## config.mk

```make
export PLATFORM = sky130hd
export DESIGN_NAME = axi_lite_dma_csr_slave
export DESIGN_NICKNAME = d
export VERILOG_FILES = /design/src/rtl/axi_lite_dma_csr_slave.sv
export SDC_FILE = /design/constraint.sdc
export NUM_CORES = 1
export LEC_CHECK = 0
export CAP_MARGIN = 20
export CORE_MARGIN = 3
export CORE_UTILIZATION = 45
export DETAILED_ROUTE_END_ITERATION = 10
export PLACE_DENSITY_LB_ADDON = 0.08
export SETUP_SLACK_MARGIN = 0.05
export SLEW_MARGIN = 10
export SYNTH_ARGS = -nofsm -noshare
export SYNTH_HDL_FRONTEND = slang
export SYNTH_SLANG_ARGS = --single-unit
```

## constraint.sdc

```tcl
create_clock -name clk -period 3.85 [get_ports clk]
set_input_delay 0.385 -clock clk [delete_from_list [all_inputs] [get_ports clk]]
set_output_delay 0.385 -clock clk [all_outputs]
set_load 0.03 [all_outputs]
```

## src/rtl/axi_lite_dma_csr_slave.sv

```systemverilog
// AXI4-Lite control/status register block for one DMA channel (CR, SR, SA, LENGTH).
// Optional IOC interrupt path is compiled in with `define DMA_CSR_IRQ_EN.
module axi_lite_dma_csr_slave #(
  parameter int ADDR_W = 10,
  parameter int LEN_W  = 26
) (
  input  logic              clk,
  input  logic              rst,
  input  logic [ADDR_W-1:0] s_axi_lite_awaddr,
  input  logic              s_axi_lite_awvalid,
  output logic              s_axi_lite_awready,
  input  logic [31:0]       s_axi_lite_wdata,
  input  logic              s_axi_lite_wvalid,
  output logic              s_axi_lite_wready,
  output logic [1:0]        s_axi_lite_bresp,
  output logic              s_axi_lite_bvalid,
  input  logic              s_axi_lite_bready,
  input  logic [ADDR_W-1:0] s_axi_lite_araddr,
  input  logic              s_axi_lite_arvalid,
  output logic              s_axi_lite_arready,
  output logic [31:0]       s_axi_lite_rdata,
  output logic [1:0]        s_axi_lite_rresp,
  output logic              s_axi_lite_rvalid,
  input  logic              s_axi_lite_rready,
  output logic              run,
  output logic              start,
  output logic [31:0]       src_addr,
  output logic [LEN_W-1:0]  length,
  input  logic              engine_busy,
  input  logic              engine_done,
  output logic              irq
);

  localparam logic [7:0] A_CR  = 8'h00;
  localparam logic [7:0] A_SR  = 8'h04;
  localparam logic [7:0] A_SA  = 8'h18;
  localparam logic [7:0] A_LEN = 8'h28;
  localparam logic [1:0] RESP_OKAY   = 2'b00;
  localparam logic [1:0] RESP_DECERR = 2'b11;

  typedef enum logic {W_IDLE = 1'b0, W_RESP = 1'b1} w_state_t;
  typedef enum logic {R_IDLE = 1'b0, R_DATA = 1'b1} r_state_t;

  function automatic logic addr_mapped(input logic [7:0] a);
    return (a == A_CR) || (a == A_SR) || (a == A_SA) || (a == A_LEN);
  endfunction

  w_state_t r_wstate, w_wstate_nxt;
  r_state_t r_rstate, w_rstate_nxt;
  logic w_aw_acc, w_ar_acc;

  logic [7:0] w_waddr, w_raddr;
  logic w_wr_cr, w_wr_sr, w_wr_sa, w_wr_len, w_soft_rst, w_start_req;
  logic w_halted, w_idle, w_irqen_bit, w_ioc_bit, w_unused_irq;

  logic             r_rs, r_pend, r_start;
  logic [31:0]      r_sa;
  logic [LEN_W-1:0] r_len;
  logic [1:0]       r_bresp;
  logic [31:0]      r_rdata, w_rdata_mux;
  logic [1:0]       r_rresp, w_rresp_mux;

  // Write channel: state register
  always_ff @(posedge clk) begin
    if (rst) r_wstate <= W_IDLE;
    else     r_wstate <= w_wstate_nxt;
  end

  // Write channel: next state; address and data are only taken together
  always_comb begin
    w_wstate_nxt = r_wstate;
    case (r_wstate)
      W_IDLE: begin
        if (s_axi_lite_awvalid && s_axi_lite_wvalid) w_wstate_nxt = W_RESP;
        else                                          w_wstate_nxt = W_IDLE;
      end
      W_RESP: begin
        if (s_axi_lite_bready) w_wstate_nxt = W_IDLE;
        else                   w_wstate_nxt = W_RESP;
      end
      default: w_wstate_nxt = W_IDLE;
    endcase
  end

  // Write channel: outputs
  always_comb begin
    w_aw_acc = 1'b0;
    case (r_wstate)
      W_IDLE:  w_aw_acc = s_axi_lite_awvalid && s_axi_lite_wvalid;
      W_RESP:  w_aw_acc = 1'b0;
      default: w_aw_acc = 1'b0;
    endcase
  end

  // Read channel: state register
  always_ff @(posedge clk) begin
    if (rst) r_rstate <= R_IDLE;
    else     r_rstate <= w_rstate_nxt;
  end

  // Read channel: next state
  always_comb begin
    w_rstate_nxt = r_rstate;
    case (r_rstate)
      R_IDLE: begin
        if (s_axi_lite_arvalid) w_rstate_nxt = R_DATA;
        else                    w_rstate_nxt = R_IDLE;
      end
      R_DATA: begin
        if (s_axi_lite_rready) w_rstate_nxt = R_IDLE;
        else                   w_rstate_nxt = R_DATA;
      end
      default: w_rstate_nxt = R_IDLE;
    endcase
  end

  // Read channel: outputs
  always_comb begin
    w_ar_acc = 1'b0;
    case (r_rstate)
      R_IDLE:  w_ar_acc = s_axi_lite_arvalid;
      R_DATA:  w_ar_acc = 1'b0;
      default: w_ar_acc = 1'b0;
    endcase
  end

  assign w_waddr    = s_axi_lite_awaddr[7:0];
  assign w_raddr    = s_axi_lite_araddr[7:0];
  assign w_wr_cr    = w_aw_acc && (w_waddr == A_CR);
  assign w_wr_sr    = w_aw_acc && (w_waddr == A_SR);
  assign w_wr_sa    = w_aw_acc && (w_waddr == A_SA);
  assign w_wr_len   = w_aw_acc && (w_waddr == A_LEN);
  assign w_soft_rst = w_wr_cr && s_axi_lite_wdata[2];
  assign w_start_req = w_wr_len && r_rs;

  // Write response code, latched on acceptance
  always_ff @(posedge clk) begin
    if (rst)           r_bresp <= RESP_OKAY;
    else if (w_aw_acc) r_bresp <= addr_mapped(w_waddr) ? RESP_OKAY : RESP_DECERR;
    else               r_bresp <= r_bresp;
  end

  // CR.RS
  always_ff @(posedge clk) begin
    if (rst || w_soft_rst) r_rs <= 1'b0;
    else if (w_wr_cr)      r_rs <= s_axi_lite_wdata[0];
    else                   r_rs <= r_rs;
  end

  // SA and LENGTH
  always_ff @(posedge clk) begin
    if (rst || w_soft_rst) begin
      r_sa  <= 32'h0000_0000;
      r_len <= {LEN_W{1'b0}};
    end else begin
      if (w_wr_sa)  r_sa  <= s_axi_lite_wdata;
      else          r_sa  <= r_sa;
      if (w_wr_len) r_len <= s_axi_lite_wdata[LEN_W-1:0];
      else          r_len <= r_len;
    end
  end

  // Start pulse and pending flag; pend bridges the gap until the engine reports busy
  always_ff @(posedge clk) begin
    if (rst) r_start <= 1'b0;
    else     r_start <= w_start_req;
  end

  // Pending start tracking
  always_ff @(posedge clk) begin
    if (rst || w_soft_rst) r_pend <= 1'b0;
    else if (w_start_req)  r_pend <= 1'b1;
    else if (engine_busy || !r_rs || (w_wr_cr && !s_axi_lite_wdata[0])) r_pend <= 1'b0;
    else                   r_pend <= r_pend;
  end

`ifdef DMA_CSR_IRQ_EN
  logic r_ioc_irqen, r_ioc_irq, r_irq;

  // IOC interrupt enable
  always_ff @(posedge clk) begin
    if (rst || w_soft_rst) r_ioc_irqen <= 1'b0;
    else if (w_wr_cr)      r_ioc_irqen <= s_axi_lite_wdata[12];
    else                   r_ioc_irqen <= r_ioc_irqen;
  end

  // IOC status: engine_done set takes priority over a coincident W1C
  always_ff @(posedge clk) begin
    if (rst || w_soft_rst)                      r_ioc_irq <= 1'b0;
    else if (engine_done)                       r_ioc_irq <= 1'b1;
    else if (w_wr_sr && s_axi_lite_wdata[12])   r_ioc_irq <= 1'b0;
    else                                        r_ioc_irq <= r_ioc_irq;
  end

  // Registered interrupt line
  always_ff @(posedge clk) begin
    if (rst) r_irq <= 1'b0;
    else     r_irq <= r_ioc_irq && r_ioc_irqen;
  end

  assign w_irqen_bit  = r_ioc_irqen;
  assign w_ioc_bit    = r_ioc_irq;
  assign w_unused_irq = 1'b0;
  assign irq          = r_irq;
`else
  assign w_irqen_bit  = 1'b0;
  assign w_ioc_bit    = 1'b0;
  assign w_unused_irq = engine_done ^ w_wr_sr;
  assign irq          = 1'b0;
`endif

  assign w_halted = ~r_rs;
  assign w_idle   = r_rs && !engine_busy && !r_pend;

  // Read data mux over current register state
  always_comb begin
    w_rdata_mux = 32'h0000_0000;
    w_rresp_mux = RESP_OKAY;
    case (w_raddr)
      A_CR:  w_rdata_mux = {19'b0, w_irqen_bit, 11'b0, r_rs};
      A_SR:  w_rdata_mux = {19'b0, w_ioc_bit, 10'b0, w_idle, w_halted};
      A_SA:  w_rdata_mux = r_sa;
      A_LEN: w_rdata_mux = {{(32-LEN_W){1'b0}}, r_len};
      default: begin
        w_rdata_mux = 32'h0000_0000;
        w_rresp_mux = RESP_DECERR;
      end
    endcase
  end

  // Read data capture; held until the master takes it
  always_ff @(posedge clk) begin
    if (rst) begin
      r_rdata <= 32'h0000_0000;
      r_rresp <= RESP_OKAY;
    end else if (w_ar_acc) begin
      r_rdata <= w_rdata_mux;
      r_rresp <= w_rresp_mux;
    end else begin
      r_rdata <= r_rdata;
      r_rresp <= r_rresp;
    end
  end

  logic w_unused;
  assign w_unused = ^{s_axi_lite_awaddr[ADDR_W-1:8], s_axi_lite_araddr[ADDR_W-1:8], w_unused_irq};

  assign s_axi_lite_awready = w_aw_acc;
  assign s_axi_lite_wready  = w_aw_acc;
  assign s_axi_lite_bvalid  = (r_wstate == W_RESP);
  assign s_axi_lite_bresp   = r_bresp;
  assign s_axi_lite_arready = w_ar_acc;
  assign s_axi_lite_rvalid  = (r_rstate == R_DATA);
  assign s_axi_lite_rdata   = r_rdata;
  assign s_axi_lite_rresp   = r_rresp;
  assign run      = r_rs;
  assign start    = r_start;
  assign src_addr = r_sa;
  assign length   = r_len;

endmodule

```

## Word-level counts from Yosys, hierarchy flattened

Cells that the tools add are included.

- Output and inout bits: 102
- Register bits after elaboration: 99
- Logic and storage cells: 55
- Input port bits: 61

- Reductions and logical operators: 23
- Bitwise logic cells: 3
- Equal/unequal tests: 6
- Muxes and demuxes: 13

Operators with widths:

| cell | count |
|---|---|
| one-hot mux 32 bit (4 select lines) | 1 |
| equality test 8 x 3 -> 1 bit (second input constant) | 2 |
| equality test 8 x 5 -> 1 bit (second input constant) | 2 |
| equality test 8 x 6 -> 1 bit (second input constant) | 2 |
| zero test 8 bit | 2 |
| logical AND 1 bit | 9 |
| one-hot mux 1 bit (2 select lines) | 4 |
| logical OR 1 bit | 6 |
| 2-to-1 mux 1 bit | 6 |
| zero test 1 bit | 4 |
| 2-to-1 mux 2 bit | 2 |
| OR reduction 4 bit | 1 |
| inverter 1 bit | 3 |
| nonzero test 2 bit | 1 |

## Longest topological paths before layout

- Depth after elaboration: 7
- Depth in mapped cells: 7

## Worst setup path after synthesis

No wires, ideal clock.

- Kind: register to register
- Start: reg r_rstate, in the netlist s_axi_lite_rvalid
- End: reg r_rdata[10], in the netlist s_axi_lite_rdata[10]
- Setup slack: 2055 ps
- Arrival time: 1725 ps
- Buffers on the path: 2
- Library setup time: 69 ps
- Stages on the path, launching flop included: 8
- Period minus slack after synthesis: 1795 ps
- Cell sequence: dfxtp_1 -> nand2b_1 -> buf_4 -> inv_1 -> nor2_1 -> clkbuf_1 -> nand2_1 -> o21ai_1

- Word-level cells in the longest chain between the ends: 2

RTL lines:

| item | line | RTL |
|---|---|---|
| start: declaration | 49 | `r_state_t r_rstate, w_rstate_nxt;` |
| start signal: assignment | 98 | `else r_rstate <= w_rstate_nxt;` |
| inverter 1 bit | -- |  |
| one-hot mux 1 bit (2 select lines) * | 120 | `case (r_rstate)` |
| via s_axi_lite_arready | 20 | `output logic s_axi_lite_arready,` |
| end signal: assignment | 237 | `r_rdata <= w_rdata_mux;` |
| end signal: assignment | 240 | `r_rdata <= r_rdata;` |
| end: declaration | 60 | `logic [31:0] r_rdata, w_rdata_mux;` |

The timed path passes the listed nets; every way through them passes the cells marked *.
A chain may end at the register's enable or synchronous reset.

## Worst setup path in the final report

- Start: in s_axi_lite_arvalid
- End: out s_axi_lite_arready

- Word-level cells in the longest chain between the ends: 1

RTL lines:

| item | line | RTL |
|---|---|---|
| start: declaration | 19 | `input logic s_axi_lite_arvalid,` |
| one-hot mux 1 bit (2 select lines) | 120 |  |
| end: declaration | 20 |  |

No other way between the ends.

==> impl_metrics.csv <==
group,metric,value,unit
clocking,ctsResizeCount,0,
placement,port_buffers,156,
placement,dpl.hpwl,7.19,mm
critical_path,worstSetupPathType,"primary input to output pin",
critical_path,path_cells,"clkdlybuf4s50_1 > nand2b_1 > inv_1 > clkdlybuf4s50_1",
synthesis,synthTopCellsByCount,"dfxtp_1, nand2_1, nor2_1",
layout,drive_gt1_share,5.66,%
clocking,hold_buffers,0,
critical_path,required,3460,ps
placement,gp_congestion,0.796,
floorplan,die_area,9460,um2
sta,finalSetupViolations,0,
routing,wl_per_cell,16.1,um
floorplan,core,7890,um2
synthesis,ys_ff_latch,97,
floorplan,die_height,97.3,um
floorplan,start_util,47.5,%
global_route,track_usage,22.5,%
synthesis,ys_warn_count,0,
clocking,clkLatencyLatePin,350,ps
layout,fin_nets,622,
floorplan,rows,32,
routing,vias,3457,
sta,finalSetupTns,0,ps
synthesis,synth_top_cell_area_share,51.8,%
synthesis,synth-async-reset-ratio,0,%
sta,max-slew-margin-rel,31.5,%
global_route,first_global_vias,3508,
sta,fin_crit,2410,ps
routing,first_pass_iters,4,
clocking,cts_setup_buffers,0,
sta,max_freq,415,MHz
synthesis,synth-edff-count,0,
sta,hold_viol,0,
floorplan,ios,163,
placement,dp_slack,1330,ps
run,cap_violations,0,
clocking,cts_root_buffer,"clkbuf_8",
global_route,antenna_found_initial,0,
sta,finalCritPeriodShare,62.5,%
pwr,power_per_cell_area,336,nW/um2
routing,wirelength,10.7,mm
clocking,htree_num_levels,3,
routing,drtIter0Drc,139,
pwr,ir_worst_vdd,0.000245,V
sta,rsz0062_at_grt,"no",
synthesis,ys_seq_area_share,51.8,%
critical_path,crit_buf_inv,3,
layout,fill_cells,693,
critical_path,endpoint_kind,"output pin",
global_route,grt_pass1_wl,17.5,mm
synthesis,syn_nets,481,
critical_path,crit_arrival,2020,ps
clocking,clock_path_buffers,2,
sta,fin_ws,1440,ps
clocking,clk_pin_slew,90,ps
global_route,grt_max_degree,61,
clocking,cts_tree,"yes",
clocking,cts_sinks,97,
synthesis,syn_avg_cell_area,8.93,um2
floorplan,die_x,97.3,um
synthesis,synth.distinct_cells,39,
status,status,"finished clean",
hold_path,hold_path.class,"flop to flop",
sta,report.final.slew_viol_count,0,
critical_path,critPathSlowestCell,"clkdlybuf4s50_1",
critical_path,cpMostUsedCell,"clkdlybuf4s50_1",
critical_path,critPathTopFamily,"buffers and inverters",
critical_path,worst_setup_path_start_kind,"primary input",
synthesis,ys.flop_type,"dfxtp_1",
synthesis,syn_inst,420,
synthesis,synthTopCellsByArea,"dfxtp_1, nand2_1, mux2i_1",
critical_path,cp_max_fo,10,
clocking,numCtsBuffers,9,
layout,num_antenna_cells,0,
sta,skew,9.34,ps
synthesis,synth_largest_area_cell,"dfxtp_1",
global_route,gr-total-overflow,0,
sta,worstMarginPinSlew,1030,ps
layout,area_growth,47.6,%
synthesis,syn_area,3750,um2
routing,drtAntennaViolNets,0,
routing,drc_errors,0,
synthesis,synth_most_common_cell,"dfxtp_1",
pwr,p_leak,0.00206,uW
critical_path,crit_path_max_incr_delay,700,ps
routing,via_per_inst,5.18,
layout make-up:
type / instances / area (um2) / share of cell area [%]
clock buffers: 9 / 124 / 2.24
clock inverters: 6 / 90.1 / 1.63
inverters: 3 / 11.3 / 0.203
multi-input cells: 288 / 1630 / 29.5
flip-flops and latches: 97 / 1940 / 35.1
well taps: 102 / 128 / 2.31
repair buffers: 162 / 1610 / 29.0
power breakdown:
group	switching, uW	internal [uW]	total, uW
Clock	340	366	706
Combinational	71.9	73.6	145
Sequential	2.59	1010	1010
Total	415	1450	1860
state kept, by name (all words and copies together) (netlist names):
name	count
s_axi_lite_rdata	32
r_pend	1
src_addr	32
s_axi_lite_rvalid	1
s_axi_lite_bresp	1
s_axi_lite_rresp	1
run	1
s_axi_lite_bvalid	1
length	26
start	1
per-layer routing:
metal  part of all wire (%)  GRT usage, %  vias to the layer above
met5                      0             0                        -
met4                   0.91          5.54                        0
met3                    7.5          7.61                        7
met2                     51          40.0                      104
met1                     40          25.9                     1630
li1                       -             -                     1716
worst register-to-register path: cells and delay by family (launching register included):
kind	cells	cell delay [ps]
AO/OA/AOI/OAI	1	910
AND/OR/NAND/NOR	2	500
flip-flops	1	340
through the flow:
step	cell area [um2]	total power (uW)	instances	hold slack (ps)	util (%)
global placement	5320	1180	652	432	67.4
floorplan	3750	1090	420	457	-
detailed placement	5320	1180	652	441	67.4
global route	5530	1930	667	475	70.2
CTS	5530	1880	667	454	70.2
finish	5530	1860	667	450	70.2
final timing paths:
| kind | startpoint | endpoint | slack (ps) | cells past startpoint |
|---|---|---|---|---|
| worst min register to register | s_axi_lite_rdata[6]$_SDFFE_PP0P_ | s_axi_lite_rdata[6]$_SDFFE_PP0P_ | 450 | 2 |
| worst min-delay path | s_axi_lite_rdata[6]$_SDFFE_PP0P_ | s_axi_lite_rdata[6]$_SDFFE_PP0P_ | 450 | 2 |
| worst max-delay path | s_axi_lite_arvalid | s_axi_lite_arready | 1440 | 4 |
| worst max register to register | s_axi_lite_bvalid$_SDFF_PP0_ | length[11]$_SDFFE_PP0P_ | 1940 | 3 |
cell families (layout without fill, tap and decap cells):
group	Yosys count	in the layout	share of synthesized area, %
and+or+nand+nor	156	156	18.7
other	1	1	0.100
muxes	27	27	7.21
buffers and inverters	35	180	4.97
AOI/OAI and AO/OA	103	103	17.0
xor gates and xnor gates	1	1	0.234
DFF	97	97	51.8
cell usage in the layout, fill, tap and decap left out, types with 2 or more instances in the layout:
cell type,synthesis,final
inv_1,3,3
o21ai_0,8,8
nor2b_1,4,4
nor3_1,5,5
nor2_1,39,38
inv_6,0,2
mux2i_1,27,27
a21oi_1,34,34
a22oi_1,32,32
a2bb2oi_1,2,2
dfxtp_1,97,97
buf_4,8,6
nand2b_1,2,2
nand4_1,2,2
clkdlybuf4s50_1,0,156
nand2_1,92,92
bufinv_16,0,2
clkbuf_8,0,9
o21ai_1,20,20
Note: power is estimated with default switching activity, not from simulation.
